==> src/rtl/pht_pkg.sv <==
// Shared definitions for the pattern-history-table branch predictor.
// Holds the default parameter values and helpers that derive the
// saturating-counter reset value (weakly taken) and saturation limit
// from the counter width.
package pht_pkg;

  localparam int unsigned DefCtrBits  = 2;
  localparam int unsigned DefIdxBits  = 6;
  localparam int unsigned DefHistBits = 6;

  // Weakly-taken reset value: only the counter MSB set.
  function automatic int unsigned ctr_reset_val(input int unsigned bits);
    return 32'd1 << (bits - 32'd1);
  endfunction

  // Saturation limit: all counter bits set.
  function automatic int unsigned ctr_max_val(input int unsigned bits);
    return (32'd1 << bits) - 32'd1;
  endfunction

endpackage

==> src/rtl/sat_counter.sv <==
// Saturating up/down counter, one per table entry.
// Ports:
//   clk    - clock, state changes on the rising edge
//   reset  - asynchronous active-low reset, loads the weakly-taken value
//   inc    - count up, holds at the maximum
//   dec    - count down, holds at zero
//   value  - current counter value
module sat_counter
  import pht_pkg::*;
#(
  parameter int unsigned CTR_BITS = DefCtrBits
) (
  input  logic                clk,
  input  logic                reset,
  input  logic                inc,
  input  logic                dec,
  output logic [CTR_BITS-1:0] value
);

  localparam logic [CTR_BITS-1:0] CtrRst = CTR_BITS'(ctr_reset_val(CTR_BITS));
  localparam logic [CTR_BITS-1:0] CtrMax = CTR_BITS'(ctr_max_val(CTR_BITS));

  logic [CTR_BITS-1:0] value_q, value_d;

  always_comb begin
    value_d = value_q;
    if (inc && !dec) begin
      if (value_q != CtrMax) value_d = value_q + CTR_BITS'(1);
    end else if (dec && !inc) begin
      if (value_q != '0) value_d = value_q - CTR_BITS'(1);
    end
  end

  always_ff @(posedge clk or negedge reset) begin
    if (!reset) value_q <= CtrRst;
    else        value_q <= value_d;
  end

  assign value = value_q;

endmodule

==> src/rtl/pht_predictor.sv <==
// Global-history (gshare) pattern history table branch predictor.
// A table of 2^IDX_BITS saturating counters is indexed by PC[IDX_BITS+1:2]
// XOR the global history register; HIST_BITS=0 gives a plain bimodal table.
// Ports:
//   clk          - clock
//   reset        - asynchronous active-low reset
//   lookup_valid - lookup request this cycle
//   lookup_pc    - branch address to predict
//   update_valid - resolved branch update this cycle
//   update_idx   - table index returned by the matching lookup
//   update_taken - resolved direction, 1 = taken
//   pred_valid   - prediction/pred_idx valid (one cycle after lookup)
//   prediction   - predicted direction, 1 = taken
//   pred_idx     - index used, carried with the branch for update
//   ghr          - global history, LSB = most recent outcome
module pht_predictor
  import pht_pkg::*;
#(
  parameter int unsigned CTR_BITS  = DefCtrBits,
  parameter int unsigned IDX_BITS  = DefIdxBits,
  parameter int unsigned HIST_BITS = DefHistBits
) (
  input  logic                                   clk,
  input  logic                                   reset,
  input  logic                                   lookup_valid,
  input  logic [31:0]                            lookup_pc,
  input  logic                                   update_valid,
  input  logic [IDX_BITS-1:0]                    update_idx,
  input  logic                                   update_taken,
  output logic                                   pred_valid,
  output logic                                   prediction,
  output logic [IDX_BITS-1:0]                    pred_idx,
  output logic [((HIST_BITS > 0) ? HIST_BITS : 1)-1:0] ghr
);

  localparam int unsigned NumEntries = 1 << IDX_BITS;
  localparam int unsigned GhrW       = (HIST_BITS > 0) ? HIST_BITS : 1;
  localparam logic [CTR_BITS-1:0] CtrMax = CTR_BITS'(ctr_max_val(CTR_BITS));

  logic [CTR_BITS-1:0] ctr_val [NumEntries];

  for (genvar i = 0; i < NumEntries; i++) begin : gen_ctr
    logic hit;
    assign hit = update_valid && (update_idx == IDX_BITS'(i));
    sat_counter #(
      .CTR_BITS(CTR_BITS)
    ) u_ctr (
      .clk  (clk),
      .reset(reset),
      .inc  (hit && update_taken),
      .dec  (hit && !update_taken),
      .value(ctr_val[i])
    );
  end

  logic [GhrW-1:0]     ghr_q, ghr_d;
  logic [IDX_BITS-1:0] hist_ext;
  logic [IDX_BITS-1:0] lookup_idx;
  logic [CTR_BITS-1:0] rd_val;
  logic                pred_valid_q, prediction_q;
  logic [IDX_BITS-1:0] pred_idx_q;

  // Only PC[IDX_BITS+1:2] feeds the hash.
  logic unused_pc;
  assign unused_pc = ^{lookup_pc[31:IDX_BITS+2], lookup_pc[1:0]};

  always_comb begin
    hist_ext = '0;
    if (HIST_BITS > 0) hist_ext = IDX_BITS'(ghr_q);
    // Pre-update history is used even when an update lands this cycle.
    lookup_idx = lookup_pc[IDX_BITS+1:2] ^ hist_ext;
  end

  always_comb begin
    ghr_d = ghr_q;
    if (update_valid && (HIST_BITS > 0)) ghr_d = (ghr_q << 1) | GhrW'(update_taken);
  end

  // Write-first bypass: a same-cycle update to the looked-up entry is
  // reflected in the prediction.
  always_comb begin
    rd_val = ctr_val[lookup_idx];
    if (update_valid && (update_idx == lookup_idx)) begin
      if (update_taken) begin
        if (rd_val != CtrMax) rd_val = rd_val + CTR_BITS'(1);
      end else if (rd_val != '0) begin
        rd_val = rd_val - CTR_BITS'(1);
      end
    end
  end

  always_ff @(posedge clk or negedge reset) begin
    if (!reset) begin
      ghr_q        <= '0;
      pred_valid_q <= 1'b0;
      prediction_q <= 1'b0;
      pred_idx_q   <= '0;
    end else begin
      ghr_q        <= ghr_d;
      pred_valid_q <= lookup_valid;
      if (lookup_valid) begin
        prediction_q <= rd_val[CTR_BITS-1];
        pred_idx_q   <= lookup_idx;
      end
    end
  end

  assign pred_valid = pred_valid_q;
  assign prediction = prediction_q;
  assign pred_idx   = pred_idx_q;
  assign ghr        = ghr_q;

endmodule

==> config.mk <==
export PLATFORM = sky130hd
export DESIGN_NAME = pht_predictor
export DESIGN_NICKNAME = d
export VERILOG_FILES = /design/src/rtl/pht_pkg.sv /design/src/rtl/sat_counter.sv /design/src/rtl/pht_predictor.sv
export SDC_FILE = /design/constraint.sdc
export NUM_CORES = 1
export LEC_CHECK = 0
export ABC_AREA = 1
export CAP_MARGIN = 20
export CORE_MARGIN = 5
export CORE_UTILIZATION = 35
export DETAILED_ROUTE_END_ITERATION = 10
export GPL_ROUTABILITY_DRIVEN = 0
export PLACE_DENSITY = 0.51
export SYNTH_ARGS = -nofsm -noshare
export SYNTH_HDL_FRONTEND = slang
export SYNTH_SLANG_ARGS = --single-unit
==> constraint.sdc <==
create_clock -name clk -period 4.1 [get_ports clk]
set_input_delay 0.41 -clock clk [delete_from_list [all_inputs] [get_ports clk]]
set_output_delay 0.41 -clock clk [all_outputs]
set_load 0.01 [all_outputs]
After elaboration in Yosys (flattened, before gate mapping)
Cells that the tools add are included.
{"block": "word_totals", "ff_bits": 142, "in_bits": 43, "output_inout_bits": 14}
{"block": "op_classes", "reduce_logical": 708, "n_mux": 263, "bitwise": 3, "addsub": 130, "n_eq_ne": 193, "magnitude_cmp": 1}
{"cell": "two-way mux 2 bit", "count": 262}
{"cell": "nonzero test 2 bit", "count": 193}
{"cell": "logical AND 1 bit", "count": 321}
{"cell": "inequality test 2 bit, second input constant", "count": 129}
{"cell": "equality test 6 bit, second input constant", "count": 32}
{"cell": "AND reduction 3 bit", "count": 64}
{"cell": "adder 2 x 1 -> 2 bit, second input constant", "count": 65}
{"cell": "subtractor 2 x 1 -> 2 bit, second input constant", "count": 65}
{"cell": "logical NOT 1 bit", "count": 129}
{"cell": "equality test 6 x 5 -> 1 bit, second input constant", "count": 16}
{"cell": "equality test 6 x 4 -> 1 bit, second input constant", "count": 8}
{"cell": "equality test 6 x 3 -> 1 bit, second input constant", "count": 4}
{"cell": "binary-select mux 2 bit (select 6 bit)", "count": 1}
{"cell": "equality test 6 x 2 -> 1 bit, second input constant", "count": 2}
{"cell": ">= comparator 7 bit, second input constant", "count": 1}
{"cell": "inverter 6 -> 7 bit", "count": 1}
{"cell": "equality test 6 x 1 -> 1 bit, second input constant", "count": 1}
{"cell": "equality test 6 bit", "count": 1}
{"cell": "logical NOT 6 bit", "count": 1}
{"cell": "bitwise OR 6 x 1 -> 6 bit", "count": 1}
{"cell": "XOR 6 bit", "count": 1}

Logic depth before layout (Yosys ltp)
Gate-level depths: netlist of the first run.
{"block": "depth", "depth_word": 9, "mapped_depth": 16, "ltp_nobuf": 15}

Hierarchy
From an unflattened synthesis of the first run, not the netlist that was laid out.
{"block": "unflattened", "cells_unflattened": 1681, "area_unflattened_um2": 10654.0}
{"module": "sat_counter", "area_each_um2": 113.9, "n_inst": 64, "seq_area_each_um2": 51.3, "cells_per_inst": 15}
{"module": "pht_predictor", "area_each_um2": 3367.0, "n_inst": 1, "seq_area_each_um2": 350.3, "cells_per_inst": 721}

Worst setup path before layout of the first run
Ideal clock, no wire load.
{"block": "synth_path", "path_kind": "register -> register", "startpoint": "register ghr_q[0] (netlist: ghr[0])", "endpoint": "register prediction_q (netlist: prediction)", "synth_period_minus_slack_ns": 1.802, "required_ns": 3.983, "t_arrival_ns": 1.685, "setup_ns": 0.117, "path_stages_with_launch": 17, "setup_slack_ns": 2.298, "path_cell_list": "dfrtp_1 inv_2 nand2_1 nand2_1 buf_2 buf_2 nand2_1 o211ai_1 nand3_1 nand3_1 nand3_1 nand3_1 nand2_1 inv_1 nand2_1 nand3_1 nand2_1"}
{"block": "synth_via", "elab_chain_len": 9, "word_cells_on_any_way": 15, "cone_classes": "2 x add/sub; 2 x eq/ne; 7 x mux; 2 x bitwise; 2 x reduce/logical"}
{"element": "start, declared", "line": "pht_predictor.sv:56", "rtl": "logic [GhrW-1:0] ghr_q, ghr_d;"}
{"element": "start signal, assigned", "line": "pht_predictor.sv:99", "rtl": "ghr_q <= ghr_d;"}
{"element": "XOR 6 bit (*)", "line": "pht_predictor.sv:71", "rtl": "lookup_idx = lookup_pc[IDX_BITS+1:2] ^ hist_ext;"}
{"element": "inverter 6 -> 7 bit (not written as such)", "line": "pht_predictor.sv:82", "rtl": "rd_val = ctr_val[lookup_idx];"}
{"element": "binary-select mux 2 bit (select 6 bit)", "line": "pht_predictor.sv:82"}
{"element": "two-way mux 2 bit (not written as such) (2 in a row)", "line": "pht_predictor.sv:82"}
{"element": "subtractor 2 x 1 -> 2 bit (tied with other cells)", "line": "pht_predictor.sv:87", "rtl": "rd_val = rd_val - CTR_BITS'(1);"}
{"element": "two-way mux 2 bit (on tied branches)", "line": "pht_predictor.sv:86, pht_predictor.sv:85"}
{"element": "two-way mux 2 bit", "line": "pht_predictor.sv:84", "rtl": "if (update_taken) begin"}
{"element": "two-way mux 2 bit (*)", "line": "pht_predictor.sv:83", "rtl": "if (update_valid && (update_idx == lookup_idx)) begin"}
{"element": "end signal, assigned", "line": "pht_predictor.sv:102", "rtl": "prediction_q <= rd_val[CTR_BITS-1];"}
{"element": "end, declared", "line": "pht_predictor.sv:60", "rtl": "logic pred_valid_q, prediction_q;"}
Mark *: on every way between the ends. The rest lies on a longest branch, timed or not. The select of a mux whose other input is x is not followed.
A chain may end at the register's enable or synchronous reset.

Final worst setup path of the first run
{"block": "layout_path", "startpoint": "input port lookup_pc[2]", "endpoint": "register prediction_q (netlist: prediction)"}
{"block": "layout_via", "elab_chain_len": 9, "word_cells_on_any_way": 15, "cone_classes": "2 x add/sub; 2 x eq/ne; 7 x mux; 2 x bitwise; 2 x reduce/logical"}
{"element": "start, declared", "line": "pht_predictor.sv:26", "rtl": "input logic [31:0] lookup_pc,"}
{"element": "XOR 6 bit (*)", "line": "pht_predictor.sv:71"}
{"element": "inverter 6 -> 7 bit (not written as such)", "line": "pht_predictor.sv:82"}
{"element": "binary-select mux 2 bit (select 6 bit)", "line": "pht_predictor.sv:82"}
{"element": "two-way mux 2 bit (not written as such) (2 in a row)", "line": "pht_predictor.sv:82"}
{"element": "subtractor 2 x 1 -> 2 bit (tied with other cells)", "line": "pht_predictor.sv:87"}
{"element": "two-way mux 2 bit (on tied branches)", "line": "pht_predictor.sv:86, pht_predictor.sv:85"}
{"element": "two-way mux 2 bit", "line": "pht_predictor.sv:84"}
{"element": "two-way mux 2 bit (*)", "line": "pht_predictor.sv:83"}
Marked as above.

==> results by group, run 1 <==
Status
  • Status: finished, final reports clean

Timing
  • Final setup fails: 0
  • Setup TNS: 0 ns
  • Slew Viols, Final: 0
  • Slew @ Worst Pin: 0.898 ns
  • Achievable frequency: 375 MHz
  • Final hold violations: 0
  • Fin crit share: 0.650
  • Fin crit period: 2.67 ns
  • Worst slew margin: 0.401
  • Fin Hold WS: 0.0314 ns
  • Final Skew: 0.0103 ns
  • RSZ-0062 raised after global routing: no

Floorplanning
  • IO Count: 57
  • Core area: 23500 um2
  • Die X: 165 um
  • Initial Utilization: 0.356
  • Die Height: 165 um
  • Row count: 56
  • Die Area: 27100 um2

Detailed routing
  • Metal2 WL: 10.7 mm
  • Final ANT Viol Nets: 0
  • WL/cell: 16.3 um
  • DR vias: 7885
  • DR iter-0 viols: 584
  • Vias per cell: 5.22
  • Met3 wire length: 1.13 mm
  • Top Metal Used: met4
  • Drt drc: 0
  • Wirelength, routed: 24.5 mm
  • DRT met1 WL: 12.0 mm
  • Total iterations of the first detailed-routing run: 5

Power and ir drop
  • Max IR drop VDD: 0.000235 V
  • Leak pwr: 3.96 nW
  • Power share of the combinational group: 0.220
  • Pwr/cell area: 464 nW/um2
  • Sw Share: 0.338
  • Clk pwr share: 0.361
  • Net Sw Power: 1.51 mW
  • Sequential power share: 0.419
  • Internal: 2.95 mW

Clock network
  • Cts hold-fix bufs: 0
  • Max Buffers Root-to-Sink: 2
  • TritonCTS Buffers: 17
  • Post-CTS Setup Bufs: 0
  • Clock-pin slew on the worst setup and hold paths: 0.07 ns
  • Num Clock Sinks: 142
  • CTS tree: done
  • Clock root buffer: clkbuf_16
  • Skew-Pair Late Insertion Delay: 0.43 ns
  • H-tree levels: 4
  • Post-CTS resize count: 0

Synth
  • Synth Instances: 1159
  • Syn Std Cell Area: 8370 um2
  • Net Count, Synth: 1202
  • Mean Syn Cell Area: 7.22 um2
  • Yosys warns: 0
  • Yosys reg bits: 142
  • Post-synth cell types: 31
  • Seq/Total Area, Yosys: 0.434

Critical path
  • Reg2Reg Depth: 15
  • Worst reg2reg startpoint: ghr[0]
  • R2R Path End: prediction
  • CP startpoint kind: primary input
  • Critical Path RT: 4.43 ns
  • Worst Path Max Fanout: 28
  • Setup CP Type: in2reg
  • Worst R2R Setup Slack: 1.49 ns
  • Nature of the critical path endpoint: register
  • Worst EP arrival: 2.99 ns

Cells and area
  • Leading cell type in the layout, fill and taps excluded: nand2_1
  • Layout cells sized above 1: 0.109
  • Final-layout fill cell count: 2542
  • Final instance area: 9610 um2
  • Commonest cells after routing, fill and taps aside: nand2_1, o21ai_0, inv_1
  • N_diodes: 0
  • Final core occ: 0.408
  • Area Growth Syn to Fin: 14.8%
  • Nets@finish: 1221

Global route
  • GR Util All Layers: 0.190
  • Largest net degree at the start of global routing: 91
  • First-pass GRT wire length: 40.2 mm
  • Vias in the first global route: 7530
  • Global route total overflow: 0
  • Initial antenna violation count: 0

Place
  • Dpl hpwl: 16.6 mm
  • Buffers on Ports: 30
  • Area after detailed placement: 9010 um2

Min path
  • Hold Crit Class: in2async

Run
  • Max-cap viol count: 0
==> critical path, cell delays in order <==
cell,delay (ns)
clkdlybuf4s50_1,0.52
nand2_1,0.07
buf_4,0.17
nand2_2,0.46
buf_4,0.35
nand2_1,0.08
nand3_1,0.09
nand3_1,0.14
nand3_1,0.11
nand3_1,0.08
nand3_1,0.11
nand2_1,0.08
nand2_1,0.06
nand2_1,0.08
nand3_1,0.09
nand2_1,0.05
==> power by group through the flow <==
stage	sequential, mW	clock [mW]	combinational [mW]
floorplan	1.85	0	0.666
CTS	1.87	1.65	0.985
global placement	1.88	0	0.970
finish	1.87	1.61	0.980
detailed placement	1.88	0	0.983
global route	1.91	1.70	1.13
==> flip-flops by register name, indices dropped and copies added, names as in the netlist <==
register	count
ghr	6
prediction	1
pred_idx	6
pred_valid	1
gen_ctr.u_ctr.value	128
==> through the flow <==
step                power (mW)  instances  setup WS, ns
floorplan                 2.52       1159          2.30
global placement          2.85       1478          1.04
detailed placement        2.87       1478          1.02
CTS                       4.50       1510          1.47
global route              4.74       1510          1.22
finish                    4.46       1510          1.43
==> logic make-up (layout without fill, tap and decap cells) <==
kind of cell | count (synthesis) | after routing | share of synthesized area
compound gates | 375 | 375 | 0.248
xor+xnor | 5 | 5 | 0.00613
buf+inv | 222 | 254 | 0.102
flops | 142 | 142 | 0.434
simple gates | 415 | 415 | 0.210
==> how the worst max path moves through the flow <==
stage | startpoint | end | slack [ns] | cells past startpoint
finish | lookup_pc[2] | prediction | 1.43 | 16
global route | lookup_pc[2] | prediction | 1.22 | 16
CTS | lookup_pc[2] | prediction | 1.47 | 16
detailed placement | lookup_pc[2] | prediction | 1.02 | 16
global placement | lookup_pc[2] | prediction | 1.04 | 16
floorplan | ghr[0] | prediction | 2.30 | 16
==> Yosys cell counts (all sizes together) <==
master   count  area [um2]
nand2      217         822
or2          4        25.0
o22ai       10        62.6
a211oi      38         285
clkbuf      25        93.8
o31ai        2        15.0
dfstp       64        1680
inv        175         657
dfrtp       78        1950
o21bai       1        7.51
buf         20        98.8
a32o         1        10.0
and2         1        6.26
o21ai      216        1080
and3         1        6.26
o2bb2ai      7        61.3
nor3         6        30.0
o211ai      20         150
nor2        54         205
xnor2        1        8.76
nand3      132         661
xor2         4        42.6
a21oi       80         400
clkinv       2        7.51
==> area by class of cell <==
| cell class | count | area, um2 | share of cell area |
|---|---|---|---|
| tap | 319 | 399 | 0.0416 |
| sequential | 142 | 3630 | 0.378 |
| timing repair buffer | 45 | 424 | 0.0442 |
| inverter | 177 | 664 | 0.0692 |
| multi-input combinational | 795 | 3890 | 0.405 |
| clock inverter | 14 | 155 | 0.0162 |
| clock buffer | 18 | 439 | 0.0457 |
==> metal layers <==
metal	GRT usage	up-vias
met2	0.288	167
met4	0.0703	0
met5	0	-
met3	0.0389	43
li1	-	3929
met1	0.268	3746
Power figures use the tool's default switching activity.
==> inputs of run 2 (changes only) <==
- PLACE_DENSITY: 0.51 -> 0.53
- clock period: 4.1 -> 2.4 ns (I/O delays scaled with it)
==> results by group, run 2 (synthesis results as in run 1) <==
Detailed routing
  • Drt drc: 0
  • DR vias: 7951
  • Vias per cell: 5.18
  • DR iter-0 viols: 489
  • Total iterations of the first detailed-routing run: 5
  • WL/cell: 16.1 um
  • Final ANT Viol Nets: 0
  • Wirelength, routed: 24.7 mm

Critical path
  • Worst Path Max Fanout: 36
  • Setup CP Type: reg2reg
  • Critical Path RT: 2.73 ns
  • CP startpoint kind: register
  • Worst R2R Setup Slack: 0.32 ns
  • Nature of the critical path endpoint: register
  • R2R Path End: prediction
  • Reg2Reg Depth: 15
  • Worst EP arrival: 2.40 ns
  • Worst reg2reg startpoint: ghr[0]

Min path
  • Hold Crit Class: in2async

Cells and area
  • N_diodes: 0
  • Max reg flops: 128
  • Commonest cells after routing, fill and taps aside: nand2_1, o21ai_0, inv_1
  • Final instance area: 9900 um2
  • Area Growth Syn to Fin: 18.2%
  • Leading cell type in the layout, fill and taps excluded: nand2_1
  • Layout cells sized above 1: 0.127
  • Nets@finish: 1247

Timing
  • Final setup fails: 0
  • Slew Viols, Final: 0
  • Setup TNS: 0 ns
  • Final hold violations: 0
  • Fin crit period: 2.08 ns
  • Worst slew margin: 0.634
  • Achievable frequency: 481 MHz
  • Slew @ Worst Pin: 0.547 ns
  • RSZ-0062 raised after global routing: no
  • Fin crit share: 0.866
  • Final Skew: 0.00983 ns

Clock network
  • H-tree levels: 4
  • Max Buffers Root-to-Sink: 2
  • Post-CTS Setup Bufs: 0
  • CTS tree: done
  • Clock root buffer: clkbuf_16
  • Post-CTS resize count: 0
  • Cts hold-fix bufs: 1
  • TritonCTS Buffers: 17
  • Num Clock Sinks: 142
  • Clock-pin slew on the worst setup and hold paths: 0.06 ns
  • Skew-Pair Late Insertion Delay: 0.44 ns

Power and ir drop
  • Leak pwr: 4.12 nW
  • Sw Share: 0.334
  • Power share of the combinational group: 0.230
  • Net Sw Power: 2.55 mW
  • Clk pwr share: 0.352
  • Internal: 5.08 mW
  • Pwr/cell area: 771 nW/um2
  • Sequential power share: 0.418
  • Max IR drop VDD: 0.000460 V

Place
  • Area after detailed placement: 9300 um2
  • Buffers on Ports: 30
  • Dpl hpwl: 16.7 mm

Global route
  • GR Util All Layers: 0.190
  • Vias in the first global route: 7450
  • Largest net degree at the start of global routing: 116
  • First-pass GRT wire length: 40.0 mm
  • Global route total overflow: 0
  • Initial antenna violation count: 0

Floorplanning
  • Die Area: 27100 um2
  • Initial Utilization: 0.356
  • Core area: 23500 um2
  • Row count: 56
  • IO Count: 57
  • Die Height: 165 um
  • Die X: 165 um

Run
  • Max-cap viol count: 0

Status
  • Status: finished, final reports clean
-- run 2: cell count changes in the layout (fill, tap and decap cells not counted), sizes merged --
cell	previous run	this run
buf	17	42
inv	182	178
clkbuf	18	19
clkinv	2	5
dlygate4sd3	0	1
-- run 2: worst max-delay path by stage --
| stage | start | end | cells after the start |
|---|---|---|---|
| 4_1_cts | ghr[0] | prediction | 15 |
| 3_3_place_gp | lookup_pc[2] | prediction | 15 |
| 2_1_floorplan | ghr[0] | prediction | 16 |
| 5_1_grt | ghr[0] | prediction | 15 |
| 6_report | ghr[0] | prediction | 15 |
| 3_5_place_dp | lookup_pc[2] | prediction | 16 |
-- run 2: worst max-delay path: stages, from the launching register on --
cell and delay [ns]:
dfrtp_1 0.45, inv_2 0.10, nand2_1 0.07, nand2_2 0.13, buf_12 0.22, nand2_1 0.08, nand3_1 0.10, nand3_1 0.14
nand3_1 0.16, nand3_1 0.08, nand3_1 0.08, nand2_1 0.07, nand2_1 0.06, nand2_1 0.05, nand3_1 0.10, nand2_1 0.06
-- run 2: layout make-up --
cell class                 count  area [um2]
clock inverter                13         139
clock buffer                  19         443
tap                          319         399
inverter                     177         664
multi-input combinational    795        3890
fill                        2445       13600
sequential                   142        3630
timing repair buffer          71         722
-- run 2: metrics by stage --
stage | std cells | util | power, mW | hold slack (ns) | setup slack, ns
global route | 1536 | 0.420 | 8.10 | 0.355 | 0.136
detailed placement | 1503 | 0.395 | 4.97 | 0.241 | 0.0435
finish | 1536 | 0.420 | 7.63 | 0.350 | 0.323
global placement | 1503 | 0.395 | 4.94 | 0.246 | 0.0615
CTS | 1536 | 0.420 | 7.69 | 0.341 | 0.322
floorplan | 1159 | - | 4.30 | -0.0556 | 0.598
-- run 2: power by group through the flow --
stage / clock [mW] / sequential [mW] / combinational, mW
finish: 2.69 / 3.19 / 1.76
global route: 2.84 / 3.25 / 2.01
detailed placement: 0 / 3.21 / 1.76
CTS: 2.74 / 3.18 / 1.76
floorplan: 0 / 3.16 / 1.14
global placement: 0 / 3.21 / 1.74
-- run 2: metal layers --
layer | wire length (um) | track usage | vias up
met1 | 12200 | 0.272 | 3742
met2 | 10700 | 0.288 | 192
met3 | 1240 | 0.0389 | 36
met5 | 0 | 0 | -
met4 | 588 | 0.0605 | 0
li1 | - | - | 3981
==> inputs of run 3 (changes only) <==
- GPL_TIMING_DRIVEN: default -> 0
==> results by group, run 3 (synthesis results as in run 1) <==
Global route
  • Largest net degree at the start of global routing: 73
  • Initial antenna violation count: 0
  • GR Util All Layers: 0.236
  • Global route total overflow: 0
  • First-pass GRT wire length: 48.0 mm
  • Vias in the first global route: 7987

Timing
  • Final setup fails: 0
  • Fin crit share: 0.954
  • Achievable frequency: 437 MHz
  • RSZ-0062 raised after global routing: no
  • Slew @ Worst Pin: 1.02 ns
  • Final Skew: 0.0110 ns
  • Fin crit period: 2.29 ns
  • Final hold violations: 0
  • Slew Viols, Final: 0
  • Final WS setup: 0.111 ns
  • Worst slew margin: 0.313
  • Fin Hold WS: 0.132 ns

Detailed routing
  • DR iter-0 viols: 867
  • DR vias: 8417
  • WL/cell: 20.3 um
  • Drt drc: 0
  • Total iterations of the first detailed-routing run: 8
  • Vias per cell: 5.47
  • Final ANT Viol Nets: 0
  • Wirelength, routed: 31.2 mm

Critical path
  • Worst Path Max Fanout: 10
  • Critical Path RT: 2.71 ns
  • Setup CP Type: in2reg
  • CP startpoint kind: primary input
  • Nature of the critical path endpoint: register
  • Worst EP arrival: 2.60 ns

Status
  • Status: finished, final reports clean

Clock network
  • H-tree levels: 4
  • Clock root buffer: clkbuf_16
  • Max Buffers Root-to-Sink: 2
  • TritonCTS Buffers: 17
  • Skew-Pair Late Insertion Delay: 0.43 ns
  • CTS tree: done
  • Post-CTS Setup Bufs: 0
  • Num Clock Sinks: 142
  • Clock-pin slew on the worst setup and hold paths: 0.06 ns

Min path
  • Hold Crit Class: in2reg

Power and ir drop
  • Sequential power share: 0.412
  • Max IR drop VDD: 0.000394 V
  • Power share of the combinational group: 0.243
  • Clk pwr share: 0.345
  • Pwr/cell area: 797 nW/um2
  • Sw Share: 0.355
  • Leak pwr: 4.01 nW
  • Net Sw Power: 2.76 mW
  • Internal: 5.02 mW
  • Total Power: 7.78 mW

Floorplanning
  • IO Count: 57
  • Die Area: 27100 um2
  • Row count: 56
  • Die Height: 165 um
  • Core area: 23500 um2
  • Die X: 165 um
  • Initial Utilization: 0.356

Place
  • Dpl hpwl: 22.4 mm
  • Area after detailed placement: 9080 um2
  • DP Worst Slack: -0.456 ns
  • Buffers on Ports: 28

Run
  • Max-cap viol count: 0

Cells and area
  • Final instance area: 9760 um2
  • Max reg flops: 128
  • Leading cell type in the layout, fill and taps excluded: nand2_1
  • Nets@finish: 1251
  • Final core occ: 0.414
  • N_diodes: 0
  • Area Growth Syn to Fin: 16.6%
  • Commonest cells after routing, fill and taps aside: nand2_1, o21ai_0, inv_1
  • Layout cells sized above 1: 0.113
-- run 3: per-stage QoR --
step           std cells  setup TNS (ns)
2_1_floorplan       1159               0
3_3_place_gp        1506         -589.20
3_5_place_dp        1507           -7.23
4_1_cts             1539               0
5_1_grt             1539               0
6_report            1539               0
-- run 3: cell type report --
| cell class | instances | area, um2 |
|---|---|---|
| Fill cell | 2460 | 13800 |
| Multi-Input combinational cell | 795 | 3930 |
| Sequential cell | 142 | 3640 |
| Inverter | 177 | 664 |
| Clock buffer | 17 | 425 |
| Tap cell | 319 | 399 |
| Timing Repair Buffer | 30 | 319 |
| Buffer | 45 | 236 |
| Clock inverter | 14 | 145 |
-- run 3: final timing paths --
check / endpoint / from / slack (ns) / depth (start not counted)
max in group asynchronous: gen_ctr[56].u_ctr.value[1] / reset / 1.17 / 3
setup reg to reg: prediction / ghr[0] / 0.12 / 15
min in group asynchronous: gen_ctr[31].u_ctr.value[0] / reset / 0.39 / 2
hold / removal: ghr[4] / update_valid / 0.13 / 3
setup / recovery: gen_ctr[13].u_ctr.value[0] / update_idx[5] / 0.11 / 6
hold reg to reg: prediction / prediction / 0.49 / 2
-- run 3: metal layers --
metal  vias to the layer above  GRT usage  routed length (um)
li1                       3992          -                   -
met1                      4025      0.326               13900
met2                       343      0.370               13900
met3                        57     0.0424                2460
met4                         0     0.0873                 994
met5                         -          0                   0
-- run 3: power by group through the flow --
stage                     combinational [mW]  sequential (mW)  clock, mW
final                                   1.89             3.20       2.68
after detailed placement                1.83             3.22          0
after CTS                               1.84             3.19       2.72
after global routing                    2.09             3.27       2.81
after floorplan                         1.14             3.16          0
after global placement                  1.80             3.21          0
-- run 3: timing repair --
item                                   4_1_cts  5_1_grt
hold buffers                                 1        0
endpoints found under the hold margin       43        0
gates resized for setup                      7       29
setup endpoints to repair                    1        1
-- run 3: worst max-delay path: stages --
cell,delay (ns)
clkdlybuf4s50_1,0.53
nor3_1,0.88
buf_2,0.47
nand2_1,0.18
a211oi_1,0.22
a21oi_1,0.07
